[src/rtl/gap_sampler_pkg.sv]
// Shared definitions for the gap sampler and its reduce datapath.
// Holds the default geometry (random word width, gap width, minimum gap,
// span, roll length) shared with the random generator and the platform
// spawner, the FSM state encoding and a small width helper.
package gap_sampler_pkg;

  localparam int DEF_RAND_W      = 7;
  localparam int DEF_GAP_W       = 7;
  localparam int DEF_MIN_GAP     = 16;
  localparam int DEF_SPAN        = 40;
  localparam int DEF_ROLL_CYCLES = 3;

  typedef enum logic [2:0] {
    ST_IDLE   = 3'd0,
    ST_ROLL   = 3'd1,
    ST_SAMPLE = 3'd2,
    ST_REDUCE = 3'd3,
    ST_OUT    = 3'd4
  } state_t;

  function automatic int max_int(input int a, input int b);
    return (a > b) ? a : b;
  endfunction

endpackage

[src/rtl/gap_mod_reduce.sv]
// Iterative modulo datapath: loads a random word, then subtracts STEP_VAL
// once per enabled cycle until the remainder is below STEP_VAL.
// Ports:
//   clk   in   clock
//   rst   in   synchronous reset, active-high (clears rem)
//   load  in   capture value into rem
//   step  in   perform one subtraction if rem >= STEP_VAL
//   value in   RAND_W word to reduce
//   rem   out  RAND_W current remainder
//   done  out  rem < STEP_VAL
module gap_mod_reduce #(
  parameter int RAND_W   = 7,
  parameter int STEP_VAL = 40
) (
  input  logic              clk,
  input  logic              rst,
  input  logic              load,
  input  logic              step,
  input  logic [RAND_W-1:0] value,
  output logic [RAND_W-1:0] rem,
  output logic              done
);

  // One extra bit so STEP_VAL == 2^RAND_W is representable; done is then
  // always true and no subtraction ever happens.
  localparam logic [RAND_W:0] STEP_EXT = (RAND_W + 1)'(STEP_VAL);

  logic [RAND_W:0] diff;

  assign done = ({1'b0, rem} < STEP_EXT);
  assign diff = {1'b0, rem} - STEP_EXT;

  always_ff @(posedge clk) begin
    if (rst) begin
      rem <= '0;
    end else if (load) begin
      rem <= value;
    end else if (step && !done) begin
      rem <= diff[RAND_W-1:0];
    end
  end

endmodule

[src/rtl/gap_sampler.sv]
// Consumer side of the roll/random interface. On a spawn request it strobes
// the random generator for ROLL_CYCLES cycles, samples the random word,
// reduces it into [MIN_GAP, MIN_GAP+SPAN-1] and offers the gap over a
// valid/ack handshake.
// Ports:
//   clk_gap          in   clock
//   rst_gap          in   synchronous reset, active-high
//   i_req            in   spawn request, sampled only in IDLE
//   o_busy           out  high in every state except IDLE
//   o_roll           out  registered roll strobe to the random generator
//   i_random_binary  in   RAND_W random word from the generator
//   o_gap            out  GAP_W gap value, stable while o_gap_valid
//   o_gap_valid      out  gap available
//   i_gap_ack        in   consumer accepts the gap
//
// state     | meaning
// ST_IDLE   | waiting for i_req
// ST_ROLL   | o_roll high, counting ROLL_CYCLES
// ST_SAMPLE | capture i_random_binary into the reduce register
// ST_REDUCE | subtract SPAN until remainder < SPAN, then load o_gap
// ST_OUT    | o_gap_valid held until i_gap_ack
module gap_sampler
  import gap_sampler_pkg::*;
#(
  parameter int RAND_W      = DEF_RAND_W,
  parameter int GAP_W       = DEF_GAP_W,
  parameter int MIN_GAP     = DEF_MIN_GAP,
  parameter int SPAN        = DEF_SPAN,
  parameter int ROLL_CYCLES = DEF_ROLL_CYCLES
) (
  input  logic              clk_gap,
  input  logic              rst_gap,
  input  logic              i_req,
  output logic              o_busy,
  output logic              o_roll,
  input  logic [RAND_W-1:0] i_random_binary,
  output logic [GAP_W-1:0]  o_gap,
  output logic              o_gap_valid,
  input  logic              i_gap_ack
);

  localparam int SUM_W = max_int(GAP_W, RAND_W) + 1;
  localparam int CNT_W = (ROLL_CYCLES > 1) ? $clog2(ROLL_CYCLES) : 1;

  if (MIN_GAP + SPAN - 1 >= (1 << GAP_W)) begin : g_gap_range_err
    $error("gap_sampler: MIN_GAP+SPAN-1 does not fit in GAP_W bits");
  end
  if (SPAN < 1 || SPAN > (1 << RAND_W)) begin : g_span_err
    $error("gap_sampler: SPAN must be in 1..2^RAND_W");
  end
  if (ROLL_CYCLES < 1) begin : g_roll_err
    $error("gap_sampler: ROLL_CYCLES must be >= 1");
  end

  state_t             state, state_d;
  logic [CNT_W-1:0]   cnt, cnt_d;
  logic               roll_d, valid_d, gap_load;
  logic               load, step, done;
  logic [RAND_W-1:0]  rem;
  logic [GAP_W-1:0]   gap_d;

  gap_mod_reduce #(
    .RAND_W   (RAND_W),
    .STEP_VAL (SPAN)
  ) u_reduce (
    .clk   (clk_gap),
    .rst   (rst_gap),
    .load  (load),
    .step  (step),
    .value (i_random_binary),
    .rem   (rem),
    .done  (done)
  );

  // Sum at the wider width, then truncate to the gap width.
  assign gap_d  = GAP_W'(SUM_W'(MIN_GAP) + SUM_W'(rem));
  assign o_busy = (state != ST_IDLE);

  always_comb begin
    state_d  = state;
    cnt_d    = cnt;
    roll_d   = 1'b0;
    valid_d  = o_gap_valid;
    gap_load = 1'b0;
    load     = 1'b0;
    step     = 1'b0;
    case (state)
      ST_IDLE: begin
        if (i_req) begin
          state_d = ST_ROLL;
          roll_d  = 1'b1;
          cnt_d   = CNT_W'(ROLL_CYCLES - 1);
        end
      end
      ST_ROLL: begin
        // Down-counter: terminal count ends the strobe on this edge.
        if (cnt == '0) begin
          state_d = ST_SAMPLE;
        end else begin
          roll_d = 1'b1;
          cnt_d  = cnt - CNT_W'(1);
        end
      end
      ST_SAMPLE: begin
        load    = 1'b1;
        state_d = ST_REDUCE;
      end
      ST_REDUCE: begin
        if (done) begin
          gap_load = 1'b1;
          valid_d  = 1'b1;
          state_d  = ST_OUT;
        end else begin
          step = 1'b1;
        end
      end
      ST_OUT: begin
        if (i_gap_ack) begin
          valid_d = 1'b0;
          state_d = ST_IDLE;
        end
      end
      default: begin
        valid_d = 1'b0;
        state_d = ST_IDLE;
      end
    endcase
  end

  always_ff @(posedge clk_gap) begin
    if (rst_gap) begin
      state       <= ST_IDLE;
      cnt         <= '0;
      o_roll      <= 1'b0;
      o_gap_valid <= 1'b0;
      o_gap       <= '0;
    end else begin
      state       <= state_d;
      cnt         <= cnt_d;
      o_roll      <= roll_d;
      o_gap_valid <= valid_d;
      if (gap_load) o_gap <= gap_d;
    end
  end

endmodule

[config.mk]
export PLATFORM = sky130hd
export DESIGN_NAME = gap_sampler
export DESIGN_NICKNAME = d
export VERILOG_FILES = /design/src/rtl/gap_sampler_pkg.sv /design/src/rtl/gap_mod_reduce.sv /design/src/rtl/gap_sampler.sv
export SDC_FILE = /design/constraint.sdc
export NUM_CORES = 1
export LEC_CHECK = 0
export CAP_MARGIN = 30
export CORE_MARGIN = 8
export CORE_UTILIZATION = 30
export CTS_BUF_LIST = sky130_fd_sc_hd__clkbuf_4 sky130_fd_sc_hd__clkbuf_8 sky130_fd_sc_hd__clkbuf_16
export CTS_CLUSTER_SIZE = 14
export DETAILED_ROUTE_END_ITERATION = 6
export GPL_ROUTABILITY_DRIVEN = 0
export GPL_TIMING_DRIVEN = 0
export PLACE_DENSITY = 0.51
export SLEW_MARGIN = 20
export SYNTH_ARGS = -nofsm -noshare
export SYNTH_HDL_FRONTEND = slang
export SYNTH_SLANG_ARGS = --single-unit
[constraint.sdc]
create_clock -name clk_gap -period 3.9 [get_ports clk_gap]
set_input_delay 0.78 -clock clk_gap [delete_from_list [all_inputs] [get_ports clk_gap]]
set_output_delay 0.78 -clock clk_gap [all_outputs]
set_load 0.02 [all_outputs]
==> impl_metrics.toml <==
[outcome]
status = "finished, final reports clean"

[synth]
ys_types = 32
seq_area_frac_synth_pct = 44.5
ys_ff_latch = 21
ys_warn_count = 0
netlist_area_um2 = 945
syn-num-nets = 121
avgSynthCellArea_um2 = 8.91
synth_cells = 106
synth.area.top_cells = "dfxtp_1, mux2i_1, nor2_1"
yosysTopAreaCell = "dfxtp_1"
yosysTopAreaCellShare_pct = 44.5

[timing]
relSlewSlack_pct = 60.1
min_period_ns = 2.60
rsz0062_at_grt = "no"
finalClockSkew_ns = 0.00484
layout_setup_ws_ns = 1.30
period_share_pct = 66.7
setup_viol = 0
fmax_mhz = 384
whs_ns = 0.463
slew_violations = 0
tightest_slew_ns = 0.596
finalHoldViolCount = 0
tns_ns = 0

[power]
switching_power_uw = 129
p_clk_share_pct = 25.3
seq_power_share_pct = 54.1
netSwitchingFraction_pct = 29.3
p_leak_nw = 0.479
combPwrFrac_pct = 20.7
vdd_ir_drop_max_uv = 227
p_int_uw = 312
power.density_mw_per_mm2 = 359
finalPower_uw = 441

[clock_network]
postCtsHoldBufs = 0
htree_num_levels = 1
cts_buffer_depth = 2
cts-buffers-inserted = 3
cts_tree = "built"
clk_pin_slew_ns = 0.13
insertion_delay_ns = 0.31
post-cts-setup-buffer-count = 0
cts.sinks = 21
cts_resized = 0
cts_root_buffer = "clkbuf_4"

[final_layout]
register_area_um2 = 420
layout_commonest_cell = "dfxtp_1"
syn2layout_area_growth_pct = 30.2
drive_above_1_share_pct = 6.92
multi_input_area_um2 = 467
insertedDiodeCount = 0
layout.cells.non_filler = 174
final_cell_mix = "dfxtp_1, clkdlybuf4s50_1, nor2_1"
nets = 146
layout.filler_cells = 325

[min_path]
hold_depth = 2
min_path_type = "reg -> reg"

[placement]
dp.cells = 170
dp_hpwl_um = 1590
pre_cts_slack_ns = 1.64
port_buffers = 20

[critical_path]
end_kind = "output pin"
cp-start-kind = "flop"
arrival_ns = 1.82
worstSetupPathType = "reg -> out"
ff2ff_setup_slack_ns = 1.97
required_ns = 3.12
r2r_cells = 6
cp_max_fo = 10

[die]
core.rowCount = 20
core_mm2 = 0.00303
start_util_pct = 31.2
io_pins = 21
die_width_um = 72.1
die_area_mm2 = 0.00520
die_h_um = 72.1

[detailed_routing]
drc = 0
routed_wl_um = 2160
vias = 774
drt_iter0_drc = 16
antenna_left = 0
post_drt_wl_per_cell_um = 12.4
vias_per_cell = 4.45
first_pass_iters = 4

[global_route]
antenna_found_initial = 0
grt_pass1_vias = 793
grt-ovfl-total = 0
grt_usage_pct = 9.08
grt_start_max_net_pins = 14
grt_pass1_wl_um = 3660

[flow_run]
cap_violations = 0
## power by group through the flow
stage	Combinational (mW)	Clock [mW]	Sequential (mW)
5_1_grt	0.103	0.129	0.241
4_1_cts	0.0926	0.118	0.239
6_report	0.0912	0.111	0.238
2_1_floorplan	0.0576	0	0.244
3_5_place_dp	0.0922	0	0.243
3_3_place_gp	0.0910	0	0.243
## synthesized netlist by cell type
cell type and count:
a211oi_1 2, nor3b_1 1, o21ai_0 3, a2bb2oi_1 1, nor2_1 15, dlygate4sd1_1 1, nand2_1 9, nor2b_1 3
nand2b_1 2, mux2i_1 6, a21oi_1 11, xnor2_1 1, ha_1 4, or3_2 1, buf_6 1, o211ai_1 1
dfxtp_1 21, o211a_1 1, a31o_2 1, nor3_1 1, or2_0 1, or4b_1 1, and3_1 1, a21oi_2 1
inv_1 7, o2bb2ai_1 1, o2111ai_1 1, clkbuf_1 3, a31oi_1 1, a2111oi_2 1, and2b_1 1, xor2_1 1
## path summary, 6_finish.rpt
kind | startpoint | endpoint
hold / removal | cnt[1]$_SDFFE_PP0P_ | cnt[1]$_SDFFE_PP0P_
hold reg to reg | cnt[1]$_SDFFE_PP0P_ | cnt[1]$_SDFFE_PP0P_
setup reg to reg | u_reduce.rem[4]$_SDFFE_PP0P_ | u_reduce.rem[5]$_SDFFE_PP0P_
setup / recovery | state[0]$_SDFFE_PP0P_ | o_busy
## area by class of cell
| type | instances | area share [%] |
|---|---|---|
| Buffer | 5 | 2.54 |
| Clock buffer | 3 | 1.83 |
| Clock inverter | 1 | 0.610 |
| Inverter | 7 | 2.14 |
| Multi-Input combinational cell | 73 | 37.9 |
| Sequential cell | 21 | 34.2 |
| Tap cell | 44 | 4.48 |
| Timing Repair Buffer | 20 | 16.3 |
## through the flow
stage | utilization, % | cell area [um^2]
2_1_floorplan | - | 945
3_3_place_gp | 39.6 | 1200
6_report | 40.6 | 1230
3_5_place_dp | 39.6 | 1200
5_1_grt | 40.6 | 1230
4_1_cts | 40.6 | 1230
## sequential cells by signal, indices dropped and copies added, names as in the netlist
signal,count
state,3
cnt,2
o_roll,1
u_reduce.rem,7
o_gap,7
o_gap_valid,1
## routing by layer
metal / track usage (%) / wire (um)
met3: 4.82 / 193
met2: 14.3 / 931
met1: 10.0 / 1000
met4: 3.40 / 34
met5: 0 / 0
## worst max-delay path, stage by stage (launching register included)
cell and delay (ns):
dfxtp_1 0.33, clkbuf_1 0.19, or3_2 0.44, clkdlybuf4s50_1 0.55
## kinds of logic (layout without fill, tap and decap cells)
| kind of cell | count (synthesis) | in the layout | share of synthesized area, % |
|---|---|---|---|
| adders and majority gates | 4 | 4 | 5.30 |
| xor gates and xnor gates | 2 | 2 | 1.85 |
| AOI/OAI and AO/OA | 25 | 25 | 17.7 |
| DFF | 21 | 21 | 44.5 |
| and+or+nand+nor | 36 | 36 | 18.1 |
| buffers and inverters | 12 | 36 | 6.09 |
| muxes | 6 | 6 | 6.36 |
Note: power is estimated with default switching activity, not from simulation.
